$ cat config.mk
export PLATFORM = sky130hd
export DESIGN_NAME = tgate_mux4_flat
export DESIGN_NICKNAME = d
export VERILOG_FILES = /design/src/rtl/tgate_mux4_if.sv /design/src/rtl/tgate_mux4.sv /design/src/flat_wrapper.sv
export SDC_FILE = /design/constraint.sdc
export NUM_CORES = 1
export LEC_CHECK = 0
export ABC_AREA = 0
export CAP_MARGIN = 10
export CORE_AREA = 10 10 47 49
export CTS_BUF_LIST = sky130_fd_sc_hd__clkbuf_4 sky130_fd_sc_hd__clkbuf_8
export DETAILED_ROUTE_END_ITERATION = 16
export DIE_AREA = 0 0 57 59
export GPL_TIMING_DRIVEN = 1
export PLACE_DENSITY = 0.63
export SLEW_MARGIN = 20
export SYNTH_ARGS = -nofsm -noshare
export SYNTH_HDL_FRONTEND = slang
export SYNTH_SLANG_ARGS = --single-unit
export TNS_END_PERCENT = 20
$ cat constraint.sdc
create_clock -name clk -period 1.35 [get_ports clk]
set_input_delay 0.27 -clock clk [delete_from_list [all_inputs] [get_ports clk]]
set_output_delay 0.27 -clock clk [all_outputs]
set_load 0.01 [all_outputs]
$ cat src/rtl/tgate_mux4_if.sv
`default_nettype none
// ============================================================================
// Module      : tgate_mux4_if
// Description : Bundle of data, select, sweep-control and result signals
//               for the tgate_mux4 selection primitive.
//               master : drives x0..x3, c0, c1, bist_en; observes results
//               slave  : receives inputs; drives out_comb, out_q,
//                        bist_done, bist_err
// Revision    : 1.0 - initial release
// ============================================================================
interface tgate_mux4_if #(
    parameter int WIDTH = 1
);
    logic [WIDTH-1:0] x0;
    logic [WIDTH-1:0] x1;
    logic [WIDTH-1:0] x2;
    logic [WIDTH-1:0] x3;
    logic             c0;
    logic             c1;
    logic             bist_en;
    logic [WIDTH-1:0] out_comb;
    logic [WIDTH-1:0] out_q;
    logic             bist_done;
    logic             bist_err;

    modport master (
        output x0, x1, x2, x3, c0, c1, bist_en,
        input  out_comb, out_q, bist_done, bist_err
    );

    modport slave (
        input  x0, x1, x2, x3, c0, c1, bist_en,
        output out_comb, out_q, bist_done, bist_err
    );
endinterface
`default_nettype wire

$ cat src/rtl/tgate_mux4.sv
`default_nettype none
// ============================================================================
// Module      : tgate_mux4
// Description : 4:1 multiplexer built as a two-level transmission-gate tree
//               (stage 1 under c0, stage 2 under c1) with a registered copy
//               of the result and a built-in 64-pattern sweep self-check.
// Ports       : clk     - rising-edge clock
//               rst_n   - asynchronous active-low reset
//               bus     - tgate_mux4_if.slave:
//                         x0..x3   data inputs, selected by {c1,c0}
//                         c0, c1   first / second level selects
//                         bist_en  1 = internal sweep drives the mux
//                         out_comb combinational result
//                         out_q    out_comb registered on clk
//                         bist_done pulse in the cycle cnt goes 63 -> 0
//                         bist_err sticky sweep mismatch flag
// Revision    : 1.0 - initial release
// ============================================================================
module tgate_mux4 #(
    parameter int WIDTH = 1
) (
    input  wire logic        clk,
    input  wire logic        rst_n,
    tgate_mux4_if.slave      bus
);

    // Sweep counter: bits [3:0] are the four data patterns, [5:4] the select.
    logic [5:0]       cnt_q;
    logic [5:0]       cnt_d;
    logic [WIDTH-1:0] out_q;
    logic             exp_q;
    logic             en_q;
    logic             err_q;
    logic             err_d;

    // Effective mux inputs after the port / sweep source choice.
    logic [WIDTH-1:0] w_x0;
    logic [WIDTH-1:0] w_x1;
    logic [WIDTH-1:0] w_x2;
    logic [WIDTH-1:0] w_x3;
    logic             w_c0;
    logic             w_c1;
    logic [WIDTH-1:0] w_a;
    logic [WIDTH-1:0] w_b;
    logic [WIDTH-1:0] w_out;
    logic             w_exp;

    assign w_x0 = bus.bist_en ? {WIDTH{cnt_q[0]}} : bus.x0;
    assign w_x1 = bus.bist_en ? {WIDTH{cnt_q[1]}} : bus.x1;
    assign w_x2 = bus.bist_en ? {WIDTH{cnt_q[2]}} : bus.x2;
    assign w_x3 = bus.bist_en ? {WIDTH{cnt_q[3]}} : bus.x3;
    assign w_c0 = bus.bist_en ? cnt_q[4] : bus.c0;
    assign w_c1 = bus.bist_en ? cnt_q[5] : bus.c1;

    // Two-level tree, one per bit, mirroring the pass-gate pairs.
    for (genvar i = 0; i < WIDTH; i++) begin : g_bit
        assign w_a[i]   = w_c0 ? w_x1[i] : w_x0[i];
        assign w_b[i]   = w_c0 ? w_x3[i] : w_x2[i];
        assign w_out[i] = w_c1 ? w_b[i]  : w_a[i];
    end

    // Reference bit for the sweep, computed directly from the counter so it
    // is independent of the tree above.
    assign w_exp = cnt_q[cnt_q[5:4]];

    assign cnt_d = bus.bist_en ? cnt_q + 6'd1 : cnt_q;

    // Compare only once out_q was itself captured under sweep control
    // (bist_en high on the previous edge as well).
    assign err_d = err_q | (bus.bist_en & en_q & (out_q[0] != exp_q));

    always_ff @(posedge clk or negedge rst_n) begin
        if (!rst_n) begin
            out_q <= '0;
            cnt_q <= 6'd0;
            exp_q <= 1'b0;
            en_q  <= 1'b0;
            err_q <= 1'b0;
        end else begin
            out_q <= w_out;
            cnt_q <= cnt_d;
            exp_q <= w_exp;
            en_q  <= bus.bist_en;
            err_q <= err_d;
        end
    end

    assign bus.out_comb  = w_out;
    assign bus.out_q     = out_q;
    // High for the cycle whose closing edge wraps the counter; cnt resets to
    // 0 so this is also low immediately on reset.
    assign bus.bist_done = bus.bist_en & (cnt_q == 6'd63);
    assign bus.bist_err  = err_q;

endmodule
`default_nettype wire

$ cat src/flat_wrapper.sv
// flat-port wrapper written by rule: the top's interface ports become plain ports
module tgate_mux4_flat 
#(
    parameter int WIDTH = 1
)
  (clk, rst_n, bus_x0, bus_x1, bus_x2, bus_x3, bus_c0, bus_c1, bus_bist_en, bus_out_comb, bus_out_q, bus_bist_done, bus_bist_err);
  tgate_mux4_if #(.WIDTH(WIDTH)) bus_i ();
  input  wire logic clk;
  input  wire logic rst_n;
  input wire logic [$bits(bus_i.x0)-1:0] bus_x0;
  input wire logic [$bits(bus_i.x1)-1:0] bus_x1;
  input wire logic [$bits(bus_i.x2)-1:0] bus_x2;
  input wire logic [$bits(bus_i.x3)-1:0] bus_x3;
  input wire logic [$bits(bus_i.c0)-1:0] bus_c0;
  input wire logic [$bits(bus_i.c1)-1:0] bus_c1;
  input wire logic [$bits(bus_i.bist_en)-1:0] bus_bist_en;
  output wire logic [$bits(bus_i.out_comb)-1:0] bus_out_comb;
  output wire logic [$bits(bus_i.out_q)-1:0] bus_out_q;
  output wire logic [$bits(bus_i.bist_done)-1:0] bus_bist_done;
  output wire logic [$bits(bus_i.bist_err)-1:0] bus_bist_err;
  assign bus_i.x0 = bus_x0;
  assign bus_i.x1 = bus_x1;
  assign bus_i.x2 = bus_x2;
  assign bus_i.x3 = bus_x3;
  assign bus_i.c0 = bus_c0;
  assign bus_i.c1 = bus_c1;
  assign bus_i.bist_en = bus_bist_en;
  assign bus_out_comb = bus_i.out_comb;
  assign bus_out_q = bus_i.out_q;
  assign bus_bist_done = bus_i.bist_done;
  assign bus_bist_err = bus_i.bist_err;
  tgate_mux4 #(.WIDTH(WIDTH)) u_core (.clk(clk), .rst_n(rst_n), .bus(bus_i));
endmodule
==> flow_summary_export.csv <==
group,metric,value,unit
sta,setup_ws,-0.530,ns
synthesis,yosysWarningCount,0,
placement,dp_slack,-0.986,ns
synthesis,synth_seq_cells,10,
synthesis,ys_seq_area_share,53.2,%
power,switching_share,29.6,%
detailed_routing,wl,953,um
sta,hold_violations,0,
power,internal_power,999,uW
detailed_routing,dr_total_vias,345,
worst_setup_path,reg2reg_depth,2,
global_route,overflow,0,
clock_tree,cts_made_buffers,3,
worst_setup_path,max_stage_delay,0.49,ns
power,p_per_area,2040,nW/um2
clock_tree,clk_latency,0.26,ns
power,switching_power,419,uW
cells_and_area,final_core_util,49.6,%
floorplanning,die_w,57,um
power,ir_drop,0.00109,V
power,clkPwrFrac,18.9,%
synthesis,synth.most_common_cell,"dfrtp_1",
synthesis,synth_area_leader_cell,"dfrtp_1",
worst_setup_path,cp-end-kind,"primary output",
synthesis,synth_area_per_cell,13.4,um2
detailed_routing,dr.first_iter.drc_count,6,
sta,timing.final.crit_share,139,%
floorplanning,ios,13,
placement,place_area,667,um2
detailed_routing,wl_per_cell,12.7,um
clock_tree,clockBufferDepth,2,
placement,hpwl,779,um
outcome,outcome,"finished, violations left",
global_route,grt_pass1_wl,1640,um
global_route,track_usage,6.30,%
synthesis,netlist.area_leader.share,53.2,%
cells_and_area,finalNetCount,70,
power,leakage,0.316,nW
sta,tightestPinTransition,0.452,ns
worst_setup_path,r2r_slack,0.01,ns
outcome,violations,"negative setup slack",
worst_setup_path,crit_required,1.08,ns
worst_setup_path,start_kind,"flop",
worst_setup_path,crit_path_start,"u_core.cnt_q[4]",
synthesis,synth_nets,45,
worst_setup_path,critical_path_class,"reg2out",
cells_and_area,diodes,0,
sta,fmax,532,MHz
clock_tree,cts.clk_slew.worst_paths,0.07,ns
sta,slew_headroom,69.8,%
floorplanning,die_height,59,um
floorplanning,core_area,1400,um2
worst_setup_path,worstPathCellList,"mux2_4 -> mux4_2 -> buf_6",
detailed_routing,drt_pass1_iterations,2,
floorplanning,placementRows,14,
global_route,grt_antenna_before_repair,0,
synthesis,async_reset_ff_share,100,%
floorplanning,dieArea,3360,um2
synthesis,synth_edf_count,0,
cells_and_area,finalInstanceArea,694,um2
synthesis,netlist_instances,35,
job,max-cap-violations,0,
worst_setup_path,reg2reg_from,"u_core.cnt_q[4]",
placement,gp_congestion,0.701,
cells_and_area,syn_to_final_growth,47.6,%
sta,period_needed,1.88,ns
worst_setup_path,cp-endpoint,"bus_out_comb",
worst_setup_path,r2r_end,"u_core.bus.out_q",
worst_setup_path,crit_path_top_delay_cell,"mux4_2",
synthesis,synthTopCellsByArea,"dfrtp_1 53%, mux2_2 9.6%, mux4_1 5.6%",
worst_setup_path,worstPathMaxFanout,3,
power,total_power,1.42,mW
power,power_frac_seq,35.0,%
clock_tree,cts_max_level,1,
power,comb_power_share,46.2,%
floorplanning,initial_utilization,33.6,%
cells_and_area,drive_gt1_share,37.3,%
placement,port_buffers,12,
synthesis,ys_top_cells_by_count,"10 x dfrtp_1, 4 x mux2_2, 3 x xnor2_1, 3 x xor2_1",
clock_tree,holdBufCountCts,0,
worst_setup_path,arrival,1.61,ns
sta,setup-tns-final,-0.716,ns
global_route,grt_max_degree,11,
sta,rsz0062_at_grt,"yes",
detailed_routing,via_per_inst,4.60,
sta,fin_worst_skew,0.000732,ns
clock_tree,postCtsSetupRepairBufs,0,
clock_tree,ctsRootBufferMaster,"clkbuf_4",
hold_path,hp-class,"in2async",
clock_tree,clock-sinks,10,
sta,setup_viol,2,
clock_tree,cts_tree,"yes",
synthesis,synth_cell_types,17,
detailed_routing,drc,0,
detailed_routing,ant_nets,0,
synthesis,syn-cell-area,470,um2
global_route,grt_pass1_vias,380,
sta,maxSlewViolCount,0,
synthesis,synth_flop_cell,"dfrtp_1",
power groups by stage:
stage / clock network, mW / registers, mW / logic [mW]
floorplan: 0 / 0.549 / 0.303
finish: 0.268 / 0.496 / 0.655
CTS: 0.279 / 0.500 / 0.670
global route: 0.287 / 0.512 / 0.734
detailed placement: 0 / 0.506 / 0.674
global placement: 0 / 0.503 / 0.671
sequential cells by signal (all words and copies together) (netlist names):
register,cells
u_core.cnt_q,6
u_core.bus.out_q,1
u_core.en_q,1
u_core.bus.bist_err,1
u_core.exp_q,1
cell type report:
cell class              count  area [um2]
fillers                   151         707
flip-flops and latches     10         250
multi-input cells          23         205
repair buffers             21         179
clock buffers               4        36.3
well taps                  16        20.0
inverters                   1        3.75
worst min path at each step:
stage / start / to / cells past startpoint
after CTS: rst_n / u_core.en_q / 1
after floorplan: rst_n / u_core.bus.bist_err / 0
after global routing: rst_n / u_core.bus.bist_err / 1
after detailed placement: u_core.bus.bist_err / u_core.bus.bist_err / 1
final: rst_n / u_core.bus.out_q / 1
after global placement: u_core.bus.bist_err / u_core.bus.bist_err / 1
cells in the final DEF (no fill, tap or decap), drive strengths merged:
cell type and count:
a31o 1, buf 11, clkbuf 4, clkdlybuf4s50 6, dfrtp 10, dlygate4sd2 4, ha 1, inv 1
mux2 5, mux2i 1, mux4 1, nand2 2, nand3 1, nand4 2, nor2 1, nor3 1
o21ai 1, xnor2 3, xor2 3
metal layers:
| metal | wire [um] | global-route usage [%] | share of wire [%] |
|---|---|---|---|
| met1 | 421 | 6.16 | 44 |
| met2 | 442 | 10.1 | 46 |
| met3 | 89 | 3.00 | 9.3 |
| met4 | 0 | 5.03 | 0 |
| met5 | 0 | 0 | 0 |
logic make-up after synthesis:
| group | synth area share [%] |
|---|---|
| buffers and inverters | 2.39 |
| multiplexers | 20.5 |
| AO/OA/AOI/OAI | 2.92 |
| flip-flops | 53.2 |
| XOR/XNOR | 11.2 |
| adder cells (fa/ha/maj) | 2.66 |
| AND/OR/NAND/NOR | 7.18 |
stage by stage:
step                      cells  hold slack (ns)
after floorplan              35          -0.0256
after global placement       71            0.451
after detailed placement     71            0.463
after CTS                    75            0.331
after global routing         75            0.337
final                        75            0.320
critical path, delay by kind of cell (launching register included):
| family | cells | cell delay (ns) |
|---|---|---|
| multiplexers | 2 | 0.80 |
| flip-flops | 1 | 0.41 |
| buffers and inverters | 1 | 0.14 |
timing repair:
action | CTS | global route
pin swaps | 0 | 0
endpoints found under the hold margin | 0 | 0
gates resized for setup | 13 | 0
setup endpoints to repair | 5 | 3
(Power assumes the default switching activity.)
